--- src/rtl/conv_row_sequencer_if.sv ---
// Handshake bundle between the row sequencer (master), the line buffers and the 3x3 engine.
interface conv_row_sequencer_if #(
  parameter int ROW_W  = 6,
  parameter int ADDR_W = 5
);
  logic              lb_load_req;
  logic [ROW_W-1:0]  lb_row_addr;
  logic              lb_load_ack;
  logic              conv_start;
  logic [1:0]        conv_stride;
  logic [ADDR_W-1:0] conv_dest_addr;
  logic              conv_done;
  logic              row_valid;
  logic [ROW_W-1:0]  out_row_idx;
  logic              row_bank;

  modport master (
    output lb_load_req, lb_row_addr, conv_start, conv_stride, conv_dest_addr,
           row_valid, out_row_idx, row_bank,
    input  lb_load_ack, conv_done
  );

  modport slave (
    input  lb_load_req, lb_row_addr, conv_start, conv_stride, conv_dest_addr,
           row_valid, out_row_idx, row_bank,
    output lb_load_ack, conv_done
  );
endinterface

--- src/rtl/conv_row_sequencer.sv ---
// Layer controller for the 3x3 convolve engine: fills line buffers per output row,
// launches the engine and ping-pongs finished rows between two destination banks.
module conv_row_sequencer #(
  parameter int ROW_W  = 6,
  parameter int ADDR_W = 5
) (
  input  logic                     i_clk,
  input  logic                     i_rst,
  input  logic                     i_layer_start,
  input  logic                     i_abort,
  input  logic [1:0]               i_cfg_stride,
  input  logic [ROW_W-1:0]         i_cfg_fm_rows,
  input  logic [ADDR_W-1:0]        i_cfg_dest_base,
  conv_row_sequencer_if.master     bus,
  output logic                     o_busy,
  output logic                     o_layer_done,
  output logic                     o_cfg_err
);
  typedef enum logic [2:0] {
    S_IDLE, S_PRELOAD, S_START, S_WAIT_DONE, S_ADVANCE, S_FINISH
  } state_t;

  state_t            r_state, w_state_nxt;
  logic              r_req;
  logic [ROW_W-1:0]  r_addr, r_top, r_row_idx, r_last;
  logic [1:0]        r_stride, r_phase_cnt;
  logic [ADDR_W-2:0] r_base;
  logic              r_bank;

  logic              w_cfg_ok, w_load_state, w_accept, w_load_last, w_abort, w_kill;
  logic [1:0]        w_need;
  logic [ROW_W-1:0]  w_win_base, w_last_calc;
  logic              w_unused_base_msb;

  // The bank bit comes from the ping-pong toggle, never from the configured base.
  assign w_unused_base_msb = i_cfg_dest_base[ADDR_W-1];

  assign w_cfg_ok     = (i_cfg_stride == 2'd1 || i_cfg_stride == 2'd2) &&
                        (i_cfg_fm_rows >= ROW_W'(3));
  assign w_last_calc  = (i_cfg_fm_rows - ROW_W'(3)) >> (i_cfg_stride - 2'd1);
  assign w_load_state = (r_state == S_PRELOAD) || (r_state == S_ADVANCE);
  assign w_need       = (r_state == S_PRELOAD) ? 2'd3 : r_stride;
  assign w_accept     = w_load_state && r_req && bus.lb_load_ack;
  assign w_load_last  = w_accept && (r_phase_cnt == w_need - 2'd1);
  // After a window move only the rows not already held by the buffers are fetched.
  assign w_win_base   = (r_state == S_PRELOAD) ? r_top
                                               : r_top + ROW_W'(3) - ROW_W'(r_stride);
  assign w_abort      = i_abort && (r_state != S_IDLE);
  assign w_kill       = i_rst || w_abort;

  always_comb begin
    w_state_nxt = r_state;
    case (r_state)
      S_IDLE:               if (i_layer_start && w_cfg_ok) w_state_nxt = S_PRELOAD;
      S_PRELOAD, S_ADVANCE: if (w_load_last) w_state_nxt = S_START;
      S_START:              w_state_nxt = S_WAIT_DONE;
      S_WAIT_DONE:          if (bus.conv_done)
                              w_state_nxt = (r_row_idx == r_last) ? S_FINISH : S_ADVANCE;
      S_FINISH:             w_state_nxt = S_IDLE;
      default:              w_state_nxt = S_IDLE;
    endcase
    if (w_abort) w_state_nxt = S_IDLE;
  end

  always_ff @(posedge i_clk) begin
    if (i_rst) begin
      r_state     <= S_IDLE;
      r_req       <= 1'b0;
      r_addr      <= '0;
      r_top       <= '0;
      r_row_idx   <= '0;
      r_last      <= '0;
      r_stride    <= '0;
      r_phase_cnt <= '0;
      r_base      <= '0;
      r_bank      <= 1'b0;
    end else begin
      r_state <= w_state_nxt;
      if (w_abort) begin
        r_req <= 1'b0;
      end else begin
        case (r_state)
          S_IDLE: if (i_layer_start && w_cfg_ok) begin
            r_stride    <= i_cfg_stride;
            r_base      <= i_cfg_dest_base[ADDR_W-2:0];
            r_last      <= w_last_calc;
            r_top       <= '0;
            r_row_idx   <= '0;
            r_bank      <= 1'b0;
            r_phase_cnt <= '0;
          end
          // Request rises one cycle after entry or after the previous acceptance.
          S_PRELOAD, S_ADVANCE: begin
            if (w_accept) begin
              r_req       <= 1'b0;
              r_phase_cnt <= w_load_last ? 2'd0 : r_phase_cnt + 2'd1;
            end else if (!r_req) begin
              r_req  <= 1'b1;
              r_addr <= w_win_base + ROW_W'(r_phase_cnt);
            end
          end
          S_WAIT_DONE: if (bus.conv_done && r_row_idx != r_last) begin
            r_row_idx <= r_row_idx + ROW_W'(1);
            r_bank    <= ~r_bank;
            r_top     <= r_top + ROW_W'(r_stride);
          end
          default: ;
        endcase
      end
    end
  end

  assign bus.lb_load_req    = r_req && !w_kill;
  assign bus.lb_row_addr    = r_addr;
  assign bus.conv_start     = (r_state == S_START) && !w_kill;
  assign bus.conv_stride    = r_stride;
  assign bus.conv_dest_addr = {r_bank, r_base};
  assign bus.row_valid      = (r_state == S_WAIT_DONE) && bus.conv_done && !w_kill;
  assign bus.out_row_idx    = r_row_idx;
  assign bus.row_bank       = r_bank;
  assign o_busy             = (r_state != S_IDLE);
  assign o_layer_done       = (r_state == S_FINISH) && !w_kill;
  assign o_cfg_err          = (r_state == S_IDLE) && i_layer_start && !w_cfg_ok && !i_rst;
endmodule

--- src/flat_wrapper.sv ---
// flat-port wrapper written by rule: the top's interface ports become plain ports
module conv_row_sequencer_flat 
#(
  parameter int ROW_W  = 6,
  parameter int ADDR_W = 5
)
  (i_clk, i_rst, i_layer_start, i_abort, i_cfg_stride, i_cfg_fm_rows, i_cfg_dest_base, o_busy, o_layer_done, o_cfg_err, bus_lb_load_req, bus_lb_row_addr, bus_conv_start, bus_conv_stride, bus_conv_dest_addr, bus_row_valid, bus_out_row_idx, bus_row_bank, bus_lb_load_ack, bus_conv_done);
  conv_row_sequencer_if #(.ROW_W(ROW_W), .ADDR_W(ADDR_W)) bus_i ();
  input  logic i_clk;
  input  logic i_rst;
  input  logic i_layer_start;
  input  logic i_abort;
  input  logic [1:0] i_cfg_stride;
  input  logic [ROW_W-1:0] i_cfg_fm_rows;
  input  logic [ADDR_W-1:0] i_cfg_dest_base;
  output logic o_busy;
  output logic o_layer_done;
  output logic o_cfg_err;
  output wire logic [$bits(bus_i.lb_load_req)-1:0] bus_lb_load_req;
  output wire logic [$bits(bus_i.lb_row_addr)-1:0] bus_lb_row_addr;
  output wire logic [$bits(bus_i.conv_start)-1:0] bus_conv_start;
  output wire logic [$bits(bus_i.conv_stride)-1:0] bus_conv_stride;
  output wire logic [$bits(bus_i.conv_dest_addr)-1:0] bus_conv_dest_addr;
  output wire logic [$bits(bus_i.row_valid)-1:0] bus_row_valid;
  output wire logic [$bits(bus_i.out_row_idx)-1:0] bus_out_row_idx;
  output wire logic [$bits(bus_i.row_bank)-1:0] bus_row_bank;
  input wire logic [$bits(bus_i.lb_load_ack)-1:0] bus_lb_load_ack;
  input wire logic [$bits(bus_i.conv_done)-1:0] bus_conv_done;
  assign bus_lb_load_req = bus_i.lb_load_req;
  assign bus_lb_row_addr = bus_i.lb_row_addr;
  assign bus_conv_start = bus_i.conv_start;
  assign bus_conv_stride = bus_i.conv_stride;
  assign bus_conv_dest_addr = bus_i.conv_dest_addr;
  assign bus_row_valid = bus_i.row_valid;
  assign bus_out_row_idx = bus_i.out_row_idx;
  assign bus_row_bank = bus_i.row_bank;
  assign bus_i.lb_load_ack = bus_lb_load_ack;
  assign bus_i.conv_done = bus_conv_done;
  conv_row_sequencer #(.ROW_W(ROW_W), .ADDR_W(ADDR_W)) u_core (.i_clk(i_clk), .i_rst(i_rst), .i_layer_start(i_layer_start), .i_abort(i_abort), .i_cfg_stride(i_cfg_stride), .i_cfg_fm_rows(i_cfg_fm_rows), .i_cfg_dest_base(i_cfg_dest_base), .bus(bus_i), .o_busy(o_busy), .o_layer_done(o_layer_done), .o_cfg_err(o_cfg_err));
endmodule
--- config.mk ---
export PLATFORM = sky130hd
export DESIGN_NAME = conv_row_sequencer_flat
export DESIGN_NICKNAME = d
export VERILOG_FILES = /design/src/rtl/conv_row_sequencer_if.sv /design/src/rtl/conv_row_sequencer.sv /design/src/flat_wrapper.sv
export SDC_FILE = /design/constraint.sdc
export NUM_CORES = 1
export LEC_CHECK = 0
export BUFFER_PORTS_ARGS = -buffer_cell sky130_fd_sc_hd__clkbuf_2
export CAP_MARGIN = 10
export CORE_MARGIN = 2
export CORE_UTILIZATION = 56
export CTS_CLUSTER_SIZE = 24
export DETAILED_ROUTE_END_ITERATION = 12
export PLACE_DENSITY_LB_ADDON = 0.3
export SLEW_MARGIN = 25
export SYNTH_ARGS = -nofsm -noshare
export SYNTH_HDL_FRONTEND = slang
export SYNTH_SLANG_ARGS = --single-unit
--- constraint.sdc ---
create_clock -name i_clk -period 3.15 [get_ports i_clk]
set_input_delay 0.4725 -clock i_clk [delete_from_list [all_inputs] [get_ports i_clk]]
set_output_delay 0.4725 -clock i_clk [all_outputs]
set_load 0.005 [all_outputs]
# Yosys cells after proc, flatten, opt, wreduce, memory -nomap -nowiden
# Index checks and enable logic that the tools add are counted.
[totals]
in_bits = 19
out_inout_bits = 26
word_cells = 92
ff_bits = 37
[classes]
reduce_logical = 32
n_shift = 1
n_mux = 20
addsub = 9
eq_ne = 15
magnitude_cmp = 1
n_bitwise = 4
[ops]
columns = ["op", "n"]
rows = [
  ["6-bit two-way mux", 4],
  ["6-bit case mux with 2 select lines", 2],
  ["1-bit logical AND", 15],
  ["6-bit by 2-bit adder with 6-bit output", 2],
  ["3-bit case mux with 4 select lines", 1],
  ["4-bit AND reduction", 3],
  ["3-bit two-way mux", 3],
  ["2-bit two-way mux", 4],
  ["2-bit by 1-bit != test with 1-bit output, second input constant", 4],
  ["6-bit by 1-bit adder with 6-bit output, second input constant", 1],
  ["6-bit by 2-bit adder with 6-bit output, second input constant", 1],
  ["3-bit by 2-bit equality test with 1-bit output, second input constant", 2],
  ["3-bit equality test, second input constant", 2],
  ["6-bit equality test", 1],
  ["6-bit by 2-bit greater-or-equal comparator with 1-bit output, second input constant", 1],
  ["6-bit != test", 1],
  ["3-bit AND reduction", 2],
  ["6-bit by 2-bit right shift with 6-bit output", 1],
  ["6-bit by 2-bit subtractor with 6-bit output", 1],
  ["6-bit by 2-bit subtractor with 6-bit output, second input constant", 1],
  ["1-bit two-way mux", 4],
  ["1-bit NOT", 4],
  ["2-bit case mux with 2 select lines", 1],
  ["2-bit nonzero test", 2],
  ["13 further kinds", 19],
]

# Logic depth before layout (Yosys ltp)
[depth]
depth_word = 8
depth_mapped = 11
depth_no_buf = 11

# Least setup slack after synthesis
# OpenSTA, ideal clock, no wires.
[synth_path]
kind = "register to register"
start = "register u_core.r_stride[1] (netlist: u_core.bus.conv_stride[1])"
end = "register u_core.r_addr[5] (netlist: u_core.bus.lb_row_addr[5])"
setup_ps = 95
path_stages_with_launch = 11
arrival_time_ps = 2417
setup_slack_ps = 638
cell_sequence = "dfxtp_1 -> inv_1 -> ha_1 -> ha_1 -> inv_1 -> fa_1 -> nand2b_1 -> nand4_1 -> nand3b_1 -> or3b_1 -> o311ai_1"
[synth_between]
elab_chain_cells = 3
[synth_rtl]
columns = ["item", "line", "source"]
rows = [
  ["start, declared", "conv_row_sequencer.sv:26", "logic [1:0] r_stride, r_phase_cnt;"],
  ["start signal, assigned", "conv_row_sequencer.sv:84", "r_stride <= i_cfg_stride;"],
  ["6-bit by 2-bit subtractor with 6-bit output", "conv_row_sequencer.sv:47", ": r_top + ROW_W'(3) - ROW_W'(r_stride);"],
  ["6-bit two-way mux", "conv_row_sequencer.sv:46", "assign w_win_base = (r_state == S_PRELOAD) ? r_top"],
  ["6-bit by 2-bit adder with 6-bit output", "conv_row_sequencer.sv:99", "r_addr <= w_win_base + ROW_W'(r_phase_cnt);"],
  ["end signal, assigned", "conv_row_sequencer.sv:99", ""],
  ["end, declared", "conv_row_sequencer.sv:25", "logic [ROW_W-1:0] r_addr, r_top, r_row_idx, r_last;"],
]
# No other way between the ends.
# A chain may end at the register's enable or synchronous reset.

# Worst setup path in the final report
[layout_path]
start = "register u_core.r_state[0]"
end = "register u_core.r_addr[3] (netlist: u_core.bus.lb_row_addr[3])"
[layout_between]
elab_chain_cells = 6
word_cells_on_any_way = 13
classes_between = "add/sub (1); eq/ne (2); mux (1); bitwise (2); reduce/logical (7)"
[layout_rtl]
columns = ["item", "line", "source"]
rows = [
  ["start, declared", "conv_row_sequencer.sv:23", "state_t r_state, w_state_nxt;"],
  ["start signal, assigned", "conv_row_sequencer.sv:78", "r_state <= w_state_nxt;"],
  ["branches (longest 6 deep; another with 6-bit by 2-bit adder with 6-bit output)", "--", ""],
]
# Several ways; the timed one is not identified.

==> key figures <==
GRT
  • GRT overflow: 0
  • First-pass GRT wire length: 9.356 mm
  • Total Routing Usage GR: 23.21%
  • Initial antenna violation count: 0
  • Vias in the first global route: 2085
  • Largest net degree at the start of global routing: 18

Clocking
  • Postcts setup bufs: 0
  • CTS Hold Bufs: 0
  • Latest clock arrival within the worst-skew pair: 0.29 ns
  • Clk sinks: 37
  • Clock transition at path regs: 0.08 ns
  • Post-CTS Resized: 0
  • Clock Path Buffers: 2
  • CTS H-tree depth: 2
  • CTS tree: yes
  • Clock root cell: clkbuf_8
  • Total CTS buffers: 5

Pwr
  • Power density cells: 398.1 nW/um^2
  • Worst VDD drop: 330.6 uV
  • Pleak: 1.126 nW

Detailed routing
  • Wire length per cell: 14.12 um
  • Via-to-Cell Ratio: 5.877
  • Post-route DRC: 0
  • DRT iter0 DRCs: 159
  • ANT nets after route: 0
  • Pre-antenna DRT Iters: 5
  • Final wirelength: 5.395 mm
  • Via count: 2245

Yosys
  • YS warnings: 0
  • Number of synthesized flops with an enable pin: 0
  • Main combinational cell family by area after synthesis: simple AND/OR/NAND/NOR gates
  • Synth Area in Adders: 9.686%
  • Net Count, Synth: 326
  • Library cells used by synthesis: 56
  • Post-synthesis xor/xnor area fraction: 7.058%
  • Syn Inst Count: 290
  • Post-synthesis register bit count: 37
  • Area share of and/or/nand/nor cells after synthesis: 24.63%
  • Mux contribution to synthesized area: 3.297%
  • Synth Area in Compound Gates: 19.53%
  • Synthesized area: 2429 sq um
  • Sequential area share after synthesis: 30.50%
  • Syn Area/Cell: 8.374 sq um
  • Top FF cell, synth: dfxtp_1
  • Async S/R FF share, synth: 0%

Setup path
  • Cell Chain, Critical Path: or3b_1, nand2_1, nand2_1, ha_1, a21oi_1, a211oi_1, xnor3_1, mux2i_1, nor2_1
  • Worst path arrival time: 2.73 ns
  • CP top delay family: simple AND/OR/NAND/NOR gates
  • Worst Setup Start Kind: register
  • CP max FO: 12
  • Buf/Inv on CP: 0
  • Crit-path max cell delay: 0.57 ns
  • CP max stage cell: or3b_1
  • Worst Setup End Kind: register
  • Most frequent CP cell: nand2_1
  • Crit path required time: 3.32 ns
  • Kind of critical path: reg -> reg

STA
  • Worst Tran Pin Value: 0.7255 ns
  • FMAX: 391.2 MHz
  • Unrepaired setup endpoints after global routing: false
  • Finish-stage setup viols: 0
  • Slew headroom: 51.48%
  • Final hold vios: 0
  • Clock Skews: 0.008439 ns
  • Tcrit/Tclk final: 81.14%
  • Final TNS setup: 0 ns
  • Final min period: 2.556 ns
  • Final Max Tran Viols: 0

Place
  • HPWL Detailed: 3.964 mm
  • Placer congestion estimate: 0.7880
  • Port buffer count: 43
  • Placed Cells: 374
  • Placed cell area: 2671 sq um

Finish
  • Register area: 740.7 sq um
  • Final #Nets: 367
  • Multi-input logic area: 1563 sq um
  • Final Cell Area: 2791 sq um
  • Fin cells: 382
  • Fillers: 363
  • Final core occ: 68.31%
  • Antenna Diode Count: 0
  • Proportion of layout cells with a drive suffix above 1: 18.67%
  • Synth-to-layout area growth: 14.94%

Floorplanning
  • Die footprint: 4880 sq um
  • Die W: 69.86 um
  • Core area: 4086 sq um
  • I/O pins: 45
  • Num rows: 23
  • Initial Util: 59.43%
  • Die Ht: 69.86 um

Run
  • Max-cap violations: 0

Hold path
  • Min-delay worst type: in -> reg

Outcome
  • Outcome: finished clean
==> metrics by stage <==
step           hold WS [ns]  setup slack [ns]  power, mW
5_1_grt              0.3984            0.4008      1.163
3_5_place_dp         0.4454            0.6478     0.6911
4_1_cts              0.3956            0.6173      1.117
6_report             0.3928            0.5941      1.111
3_3_place_gp         0.4419            0.7112     0.6868
2_1_floorplan        0.4452            0.6380     0.6363
==> area by class of cell <==
type,instances,share of cell area [%]
clock buffer,7,3.093
clock inverter,1,1.076
inverter,15,2.017
multi-input combinational,224,55.98
sequential,37,26.54
tap,50,2.241
timing repair buffer,48,9.054
==> placed cells by master, fill, tap and decap left out, drive strengths merged, types with 8 or more instances in the layout <==
cell type / count
clkbuf: 50
dfxtp: 37
nor2: 29
nand2: 26
a21oi: 21
inv: 15
ha: 14
xnor2: 13
mux2i: 8
nand3: 8
o21ai: 8
==> sequential cells by signal, indices dropped and copies added (netlist names) <==
register and count:
u_core.bus.conv_stride 2, u_core.bus.lb_row_addr 6, u_core.bus.out_row_idx 6, u_core.bus.row_bank 1, u_core.r_base 4, u_core.r_last 6, u_core.r_phase_cnt 2, u_core.r_req 1
u_core.r_state 3, u_core.r_top 6
==> metal layers <==
layer	track usage (%)	wire, um	up-vias
li1	-	-	1128
met1	29.42	2395	1050
met2	39.47	2662	61
met3	4.040	267	6
met4	8.547	70	0
met5	0	0	-
==> worst reg2reg max path, stage by stage (launching register included) <==
cell      delay, ns
dfxtp_1        0.53
or3b_1         0.57
nand2_1        0.13
nand2_1        0.11
ha_1           0.30
a21oi_1        0.08
a211oi_1       0.25
xnor3_1        0.27
mux2i_1        0.15
nor2_1         0.05
==> power breakdown <==
part	internal (mW)	total [mW]	switching (mW)
Combinational	0.0731	0.184	0.111
Clock	0.258	0.428	0.170
Sequential	0.485	0.499	0.0144
==> worst paths after layout <==
path                      startpoint                        end  slack [ns]  depth (start not counted)
setup / recovery   u_core.r_state[0]  u_core.bus.lb_row_addr[3]        0.59                          9
setup reg to reg   u_core.r_state[0]  u_core.bus.lb_row_addr[3]        0.59                          9
hold reg to reg     u_core.r_base[2]           u_core.r_base[2]        0.46                          2
hold / removal    i_cfg_dest_base[0]           u_core.r_base[0]        0.39                          3
==> logic make-up after synthesis <==
| group | Yosys count |
|---|---|
| compound gates | 68 |
| xor+xnor | 18 |
| fa+ha+maj | 17 |
| buf+inv | 29 |
| flops | 37 |
| mux | 8 |
| simple gates | 113 |
==> synthesized netlist by cell type (3+ instances only) <==
cell       instances  area share, %
nor3b_1            3           0.93
fa_1               3            2.5
dfxtp_1           37             30
or3_1              3           0.77
a21oi_1           21            4.3
o211ai_1           4            1.2
xnor2_1           13            4.7
o21ai_0            7            1.4
nor2_1            29            4.5
nor2b_1            4            1.0
clkbuf_1           7            1.1
nor4_1             5            1.3
ha_1              14            7.2
or2_2              3           0.77
nor4b_1            3            1.1
nand3b_1           4            1.2
o2111ai_1          3            1.1
inv_1             15            2.3
o21a_1             3           0.93
and2_1             5            1.3
nand3_1            8            1.6
buf_2              4           0.82
a211oi_1           5            1.5
xor2_1             4            1.4
nand2b_1           4            1.0
a221oi_1           3            1.1
nand2_1           26            4.0
o31ai_1            5            1.5
nor3_1             5            1.0
mux2i_1            8            3.3
Note: power is estimated with default switching activity, not from simulation.
